==> src/rtl/hpu_ren_fl_nw.sv <==
// hpu_ren_fl_nw: N-wide physical-register free list for the rename stage.
//
// Hands out up to ALLOC_W distinct free physical indices per cycle and takes up to FREE_W
// releases from ROB retire. It holds CKPT_DEPTH branch checkpoint images and can restore
// the free list from a checkpoint or from the architectural free list. It also reports a
// stall condition and a registered free count. Physical index 0 is reserved: it is always
// free and is never allocated.
//
// Ports:
//   clk_i            clock
//   rst_i            synchronous active-high reset
//   alloc_act_i      per-slot allocate request
//   arc_rdst_i       per-slot architectural destination (0 = no destination)
//   phy_rdst_o       per-slot allocated physical index (combinational)
//   free_en_i        per-slot release valid
//   free_idx_i       per-slot released physical index
//   ckpt_save_en_i   save the current free list into checkpoint ckpt_save_idx_i
//   ckpt_rcov_en_i   restore the free list from checkpoint ckpt_rcov_idx_i
//   afl_rcov_en_i    restore the free list from afl_rcov_data_i (highest priority)
//   safe_mode_i      stall on the registered count instead of the candidate count
//   fl_stall_o       not enough free entries
//   fl_cnt_o         registered free-entry count, excluding index 0
//   fl_dbl_free_o    sticky double-free error flag
//
// Optional feature: define HPU_FL_DBL_FREE_CHK_EN to build the double-free checker.
// Without it, fl_dbl_free_o is tied to 0.

module hpu_ren_fl_nw #(
    parameter int unsigned PHY_LEN      = 64,
    parameter int unsigned ALLOC_W      = 2,
    parameter int unsigned FREE_W       = 2,
    parameter int unsigned CKPT_DEPTH   = 4,
    parameter int unsigned ARC_IDX_W    = 5,
    parameter int unsigned STALL_THRESH = 2 * ALLOC_W + 2,
    localparam int unsigned PIDX_W      = $clog2(PHY_LEN),
    localparam int unsigned CIDX_W      = $clog2(CKPT_DEPTH)
) (
    input  logic                          clk_i,
    input  logic                          rst_i,
    input  logic [ALLOC_W-1:0]            alloc_act_i,
    input  logic [ALLOC_W*ARC_IDX_W-1:0]  arc_rdst_i,
    output logic [ALLOC_W*PIDX_W-1:0]     phy_rdst_o,
    input  logic [FREE_W-1:0]             free_en_i,
    input  logic [FREE_W*PIDX_W-1:0]      free_idx_i,
    input  logic                          ckpt_save_en_i,
    input  logic [CIDX_W-1:0]             ckpt_save_idx_i,
    input  logic                          ckpt_rcov_en_i,
    input  logic [CIDX_W-1:0]             ckpt_rcov_idx_i,
    input  logic                          afl_rcov_en_i,
    input  logic [PHY_LEN-1:0]            afl_rcov_data_i,
    input  logic                          safe_mode_i,
    output logic                          fl_stall_o,
    output logic [PIDX_W:0]               fl_cnt_o,
    output logic                          fl_dbl_free_o
);

    localparam int unsigned CNT_W = PIDX_W + 1;
    localparam int unsigned AV_W  = $clog2(ALLOC_W + 1);

    logic [PHY_LEN-1:0] r_fl;
    logic [PHY_LEN-1:0] r_ckpt [CKPT_DEPTH];
    logic [CNT_W-1:0]   r_cnt;

    logic [PHY_LEN-1:0] w_fl_d;
    logic [PHY_LEN-1:0] w_rel;
    logic [PHY_LEN-1:0] w_clr;
    logic [CNT_W-1:0]   w_pop;
    logic [PIDX_W-1:0]  w_cand [ALLOC_W];
    logic [AV_W-1:0]    w_avail;
    logic               w_stall;

    // cand[k] is the k-th lowest free index above 0; missing candidates read as 0.
    always_comb begin
        logic [AV_W-1:0] v_found;
        v_found = '0;
        for (int k = 0; k < ALLOC_W; k++) begin
            w_cand[k] = '0;
        end
        for (int j = 1; j < PHY_LEN; j++) begin
            if (r_fl[j]) begin
                for (int k = 0; k < ALLOC_W; k++) begin
                    if (v_found == AV_W'(k)) begin
                        w_cand[k] = PIDX_W'(j);
                    end
                end
                if (v_found < AV_W'(ALLOC_W)) begin
                    v_found = v_found + 1'b1;
                end
            end
        end
        w_avail = v_found;
    end

    always_comb begin
        logic [CNT_W-1:0] v_pop;
        v_pop = '0;
        for (int j = 1; j < PHY_LEN; j++) begin
            v_pop = v_pop + CNT_W'(r_fl[j]);
        end
        w_pop = v_pop;
    end

    assign w_stall    = safe_mode_i ? (r_cnt < CNT_W'(STALL_THRESH))
                                    : (w_avail < AV_W'(ALLOC_W));
    assign fl_stall_o = w_stall;
    assign fl_cnt_o   = r_cnt;

    // Each slot is tied to its own candidate position; idle slots do not shift later ones.
    always_comb begin
        phy_rdst_o = '0;
        w_clr      = '0;
        for (int i = 0; i < ALLOC_W; i++) begin
            if (arc_rdst_i[i*ARC_IDX_W +: ARC_IDX_W] != '0) begin
                phy_rdst_o[i*PIDX_W +: PIDX_W] = w_cand[i];
                if (alloc_act_i[i] && !w_stall) begin
                    w_clr[w_cand[i]] = 1'b1;
                end
            end
        end
    end

    always_comb begin
        w_rel = '0;
        for (int f = 0; f < FREE_W; f++) begin
            if (free_en_i[f] && (free_idx_i[f*PIDX_W +: PIDX_W] != '0)) begin
                w_rel[free_idx_i[f*PIDX_W +: PIDX_W]] = 1'b1;
            end
        end
    end

    // Releases are applied after allocation clears, so a release wins on a shared index.
    always_comb begin
        if (afl_rcov_en_i) begin
            w_fl_d = afl_rcov_data_i;
        end else if (ckpt_rcov_en_i) begin
            w_fl_d = r_ckpt[ckpt_rcov_idx_i] | w_rel;
        end else begin
            w_fl_d = (r_fl & ~w_clr) | w_rel;
        end
        w_fl_d[0] = 1'b1;
    end

    // Releases refresh every checkpoint image; restore reads the old image of a slot being saved.
    always_ff @(posedge clk_i) begin
        if (rst_i) begin
            r_fl  <= '1;
            r_cnt <= CNT_W'(PHY_LEN - 1);
            for (int c = 0; c < CKPT_DEPTH; c++) begin
                r_ckpt[c] <= '0;
            end
        end else begin
            r_fl  <= w_fl_d;
            r_cnt <= w_pop;
            for (int c = 0; c < CKPT_DEPTH; c++) begin
                if (ckpt_save_en_i && (ckpt_save_idx_i == CIDX_W'(c))) begin
                    r_ckpt[c] <= r_fl | w_rel;
                end else begin
                    r_ckpt[c] <= r_ckpt[c] | w_rel;
                end
            end
        end
    end

`ifdef HPU_FL_DBL_FREE_CHK_EN
    logic r_dbl;
    logic w_dbl;

    // Flags a release of an already-free index, or two slots releasing the same index.
    always_comb begin
        w_dbl = 1'b0;
        for (int f = 0; f < FREE_W; f++) begin
            if (free_en_i[f] && (free_idx_i[f*PIDX_W +: PIDX_W] != '0)) begin
                if (r_fl[free_idx_i[f*PIDX_W +: PIDX_W]]) begin
                    w_dbl = 1'b1;
                end
                for (int g = f + 1; g < FREE_W; g++) begin
                    if (free_en_i[g] &&
                        (free_idx_i[g*PIDX_W +: PIDX_W] == free_idx_i[f*PIDX_W +: PIDX_W])) begin
                        w_dbl = 1'b1;
                    end
                end
            end
        end
        if (afl_rcov_en_i || ckpt_rcov_en_i) begin
            w_dbl = 1'b0;
        end
    end

    always_ff @(posedge clk_i) begin
        if (rst_i) begin
            r_dbl <= 1'b0;
        end else if (w_dbl) begin
            r_dbl <= 1'b1;
        end
    end

    assign fl_dbl_free_o = r_dbl;
`else
    assign fl_dbl_free_o = 1'b0;
`endif

endmodule

==> config.mk <==
export PLATFORM = sky130hd
export DESIGN_NAME = hpu_ren_fl_nw
export DESIGN_NICKNAME = d
export VERILOG_FILES = /design/src/rtl/hpu_ren_fl_nw.sv
export SDC_FILE = /design/constraint.sdc
export NUM_CORES = 1
export LEC_CHECK = 0
export ABC_AREA = 1
export CORE_UTILIZATION = 31
export DETAILED_ROUTE_END_ITERATION = 6
export DONT_BUFFER_PORTS = 1
export HOLD_SLACK_MARGIN = 0.03
export PLACE_DENSITY = 0.5
export SETUP_SLACK_MARGIN = 0.05
export SLEW_MARGIN = 10
export SYNTH_ARGS = -nofsm -noshare
export SYNTH_HDL_FRONTEND = slang
export SYNTH_SLANG_ARGS = --single-unit
==> constraint.sdc <==
create_clock -name clk_i -period 16.1 [get_ports clk_i]
set_clock_uncertainty 0.1 [all_clocks]
set_input_delay 2.415 -clock clk_i [delete_from_list [all_inputs] [get_ports clk_i]]
set_output_delay 2.415 -clock clk_i [all_outputs]
set_load 0.05 [all_outputs]
After elaboration in Yosys (flattened, before gate mapping) --
Memory sizes are Yosys's and may differ from the RTL's. Index checks and enable logic that the tools add are counted.
Operators by class: bitwise logic cells 19, reductions and logical operators 80, muxes and demuxes 365, add/subtract/negate cells 124, equality and inequality tests 65, magnitude comparators 72
Operator list (number):
- 64-bit two-way mux | 16
- 6-bit two-way mux | 124
- 12-bit two-way mux | 61
- 64-bit bitwise OR | 9
- 7-bit by 1-bit adder with 7-bit output | 56
- 2-bit two-way mux | 126
- 2-bit by 1-bit equality test with 1-bit output (second input constant) | 63
- 2-bit logical NOT | 63
- 2-bit < comparator (second input constant) | 63
- 2-bit by 1-bit adder with 2-bit output (second input constant) | 62
- 64-bit AND | 1
- 64-bit NOT | 1
- 1-bit two-way mux | 33
- 6-bit by 7-bit < comparator with 1-bit output (second input constant) | 4
- 1-bit demux with 6-bit select | 4
- 6-bit by 1-bit >= comparator with 1-bit output (second input constant) | 4
- 1-bit logical AND | 12
- 6-bit nonzero test | 2
- 5-bit nonzero test | 2
- 8-bit two-way mux | 1
- 1-bit bitwise OR | 8
- 6-bit by 1-bit adder with 7-bit output | 1
- 7-bit by 3-bit < comparator with 1-bit output (second input constant) | 1
- 5-bit by 1-bit adder with 6-bit output | 1
- 6 further kinds | 7
Storage, ports and cells: output and inout bits 21, input port bits 100, logic and storage cells 729, flip-flop bits (word level) 71, memory bits (writable) 256, memories 1
Memories:
- r_ckpt | depth 4, bits a word 64, read ports 5, clocked after memory_dff 0, wr ports 4, RTL line 61 | logic [PHY_LEN-1:0] r_ckpt [CKPT_DEPTH];

Logic depth before layout (Yosys ltp) --
word-level depth 201, gate-level depth with buffers 164, depth with buffers taken out 163

Worst setup path before layout --
OpenSTA, ideal clock, no wires.
path kind reg-to-output, from reg r_fl[1], to out phy_rdst_o[10], path buffers 1, cell stages (with the launch flop) 147, data arrival time 13271 ps, setup slack 314 ps, required time 13585 ps, cells stage by stage dfxtp_1 inv_1 ha_1 inv_1 nand4_2 nand2_2 nand2_1 nand2_1 nand2_2 nand2_1 nand2_4 nand2_2 nand2_1 nand3_1 nand2_1 nor2_1 nand2_2 nand2_2 [111 not listed] nand2_2 nand2_2 nand2_2 nand2_1 nand2_4 nand2_4 nand2_2 nand2_4 nand2_4 nand2_4 nand2_2 nand2_1 nand3_2 nand2_4 nor2_8 nand2_8 buf_8 a21oi_1
On the way: word-level cells in the longest chain between the ends 188, elaborated cells on any way between the ends 429, classes of those cells add/sub: 61; order compare: 61; eq/ne: 61; mux: 246
Ends and longest elaborated chain:
- from (decl) | RTL line 60 | logic [PHY_LEN-1:0] r_fl;
- from (signal assigned) | RTL line 152 | r_fl <= w_fl_d;
- 1-bit two-way mux * | RTL line 80 | if (r_fl[j]) begin
- 2-bit by 1-bit adder with 2-bit output / 2-bit < comparator (equally long branches) | RTL line 87, 86
- 2-bit two-way mux | RTL line 86 | if (v_found < AV_W'(ALLOC_W)) begin
- 2-bit two-way mux * | RTL line 80
- 2-bit by 1-bit adder with 2-bit output / 2-bit < comparator (equally long branches) | RTL line 87, 86
- 2-bit two-way mux | RTL line 86
- 2-bit two-way mux | RTL line 80
- 2-bit by 1-bit adder with 2-bit output / 2-bit < comparator (equally long branches) | RTL line 87, 86
- [172 not listed]
- 2-bit two-way mux | RTL line 80
- 2-bit by 1-bit adder with 2-bit output / 2-bit < comparator (equally long branches) | RTL line 87, 86
- 2-bit two-way mux | RTL line 86
- 2-bit two-way mux | RTL line 80
- 2-bit by 1-bit equality test with 1-bit output | RTL line 82 | if (v_found == AV_W'(k)) begin
- 6-bit two-way mux | RTL line 82
- 12-bit two-way mux * | RTL line 80
- 6-bit two-way mux * | RTL line 113 | if (arc_rdst_i[i*ARC_IDX_W +: ARC_IDX_W] != '0) begin
- to (decl) | RTL line 42 | output logic [ALLOC_W*PIDX_W-1:0] phy_rdst_o,
Mark *: on every way between the ends. The rest lies on a longest branch, timed or not.

Worst setup path after layout --
from reg r_fl[1], to out phy_rdst_o[11]
Same word-level chain as after synthesis.

==> flow_summary.ini <==
[status]
status = complete, but fails checks
violations = negative setup slack

[grt]
antenna_found_initial = 6
grt_max_degree = 233
grt_pass1_vias = 29170
overflow = 0
track_usage_pct = 23.00
grt_pass1_wl_mm = 179.4

[cts]
cts.clk_slew.worst_paths_ps = 60
cts_root_buffer = clkbuf_16
htree_levels = 2
cts.sinks = 322
clkLatencyLatePin_ps = 600
numCtsBuffers = 44
ctsHoldBuffers = 0
cts_max_path_buffers = 3
cts_tree = yes

[placed_design]
gp_congestion = 0.9062
port_buffers = 0
dp.cells = 6070
dp.final_hpwl_mm = 84.81
place_ws_ps = -997.2
postPlaceCellArea_um2 = 34220

[cells_and_area]
syn2layout_area_growth_pct = 24.47
drive_gt1_share_pct = 26.14
fin_area_um2 = 38700
multi_input_area_um2 = 22060
fill_cells = 10250
fin_nets = 5085
final_cells = 6235
ff_latch_area_um2 = 8971
final_cell_mix = nand2_1, inv_1, o21ai_0, nand3_1, buf_4
layout_commonest_cell = nand2_1

[timing]
fin_crit_sh_pct = 109.2
fin_crit_ps = 17590
fmax_mhz = 56.86
rsz0062_at_grt = yes
finalMaxSlewViolations = 0
tightest_slew_ps = 1084
setup_viol = 13
relSlewSlack_pct = 26.76
setup_ws_ps = -1486
timing.final.hold_violations = 0

[critical_path]
cpLargestDelayFamily = simple AND/OR/NAND/NOR gates
critical-path-max-stage-delay_ps = 360
path_buf_inv = 6
path_class = reg -> out
cp_data_arrival_time_ps = 15070
worst_path_most_repeated_cell = nand2_4
crit_required_ps = 13590
cp_max_fo = 6
start_kind = flip-flop
cp-end-kind = output pin
crit_slowest_cell = dfxtp_2

[power_and_ir_drop]
p_total_mw = 6.089
power_density_nw_per_um2 = 157.3
ir_drop_v = 0.0004482
cellLeakagePower_nw = 17.81

[synthesis]
yosysWarnings = 0
ys.flop_type = edfxtp_1
synth_edf_count = 252
syn_area_um2 = 31090
synth.yosys.seq_area_share_pct = 28.85
async_flop_share_pct = 0
synthDistinctLibCells = 69
synthCells = 4470
syn_avg_cell_area_um2 = 6.956
ys_ff_latch = 322

[detailed_routing]
vias = 31610
wl_per_cell_um = 19.48
drtIter0Drc = 2757
dr.pass1.iters = 5
route.detailed.drc = 0
antenna_left = 0
viasPerCell = 5.069
wirelength_mm = 121.4

[floorplanning]
dieWidth_um = 318.7
num_rows = 115
fp.dieH_um = 318.7
die_area_um2 = 101600
num_io_pins = 121
coreArea_um2 = 98850
initial_core_util_pct = 31.45

[hold_path]
hold_path.class = reg -> reg

[run]
cap_violations = 0
-- state kept, by name, indices dropped and copies added (netlist names) --
signal and cells:
fl_cnt_o 7, r_ckpt 252, r_fl 63
-- cell usage after synthesis (21+ instances only) --
master | instances | area, um^2
nand2_1 | 1216 | 4564
nand3_2 | 34 | 340.3
ha_1 | 21 | 262.8
nand2_2 | 246 | 1539
nand4_1 | 29 | 181.4
nor2_2 | 23 | 143.9
nor3_1 | 21 | 105.1
a311oi_1 | 65 | 569.3
clkbuf_1 | 119 | 446.7
o21ai_0 | 385 | 1927
inv_1 | 438 | 1644
nand3_1 | 466 | 2332
buf_6 | 30 | 337.8
dfxtp_1 | 70 | 1401
o22ai_1 | 59 | 369.1
fa_1 | 53 | 1061
nor2_1 | 301 | 1130
a211oi_1 | 65 | 488.0
a21oi_1 | 259 | 1296
edfxtp_1 | 252 | 7567
nand2_4 | 139 | 1565
clkbuf_8 | 37 | 509.2
-- report_power, final --
part / switching (mW) / total, mW / internal, mW
clock network: 0.414 / 1.02 / 0.604
logic: 2.44 / 3.98 / 1.54
registers: 0.0947 / 1.09 / 0.998
total: 2.95 / 6.09 / 3.14
-- final cells by class --
cell class	instances	area share, %
Inverter	465	4.578
Clock inverter	16	0.4364
Sequential cell	322	23.18
Multi-Input combinational cell	3719	57.00
Tap cell	1287	4.161
Clock buffer	66	3.349
Antenna cell	1	0.006466
Timing Repair Buffer	359	7.293
-- path summary, 6_finish.rpt --
check,to,start,depth (start not counted),slack (ps)
min,r_ckpt[3][44],r_ckpt[3][44],2,490
max,phy_rdst_o[11],r_fl[1],142,-1490
min reg2reg,r_ckpt[3][44],r_ckpt[3][44],2,490
max reg2reg,r_fl[15],r_fl[1],148,390
-- routing by layer --
metal	share of wire, %	GRT usage [%]
met5	0.049	0
met4	3.4	7.085
met3	8.2	5.056
met2	46	37.37
met1	43	30.24
-- what timing repair did --
action,CTS,global route
setup buffers,40,41
setup endpoints to repair,13,76
resized for setup,205,368
pin swaps,111,228
endpoints found under the hold margin,0,0
cloned,1,0
-- through the flow --
stage / setup TNS, ps / utilization (%) / hold WS, ps
finish: -17890 / 39.15 / 491.8
global route: -76560 / 39.15 / 517.2
CTS: -13450 / 37.21 / 499.4
detailed placement: -11320 / 34.61 / 481.5
global placement: -9174 / 34.61 / 474.5
floorplan: 0 / - / 449.9
-- worst reg2reg max path, delay by kind of cell, from the launching register on --
kind            cells  cell delay, ps
fa+ha+maj           1             290
flops               1             360
buf+inv             6             750
simple gates      139           13670
compound gates      2             370
-- kinds of logic (layout without fill, tap and decap cells) --
logic type | count (synthesis) | count (layout) | share of synthesized area, %
flops | 322 | 322 | 28.85
simple gates | 2525 | 2526 | 40.29
buf+inv | 681 | 906 | 10.79
other cells | 2 | 254 | 0.02415
compound gates | 864 | 864 | 15.74
fa+ha+maj | 74 | 74 | 4.258
xor+xnor | 2 | 2 | 0.05635
No activity file was read; power rests on OpenSTA's default activity.
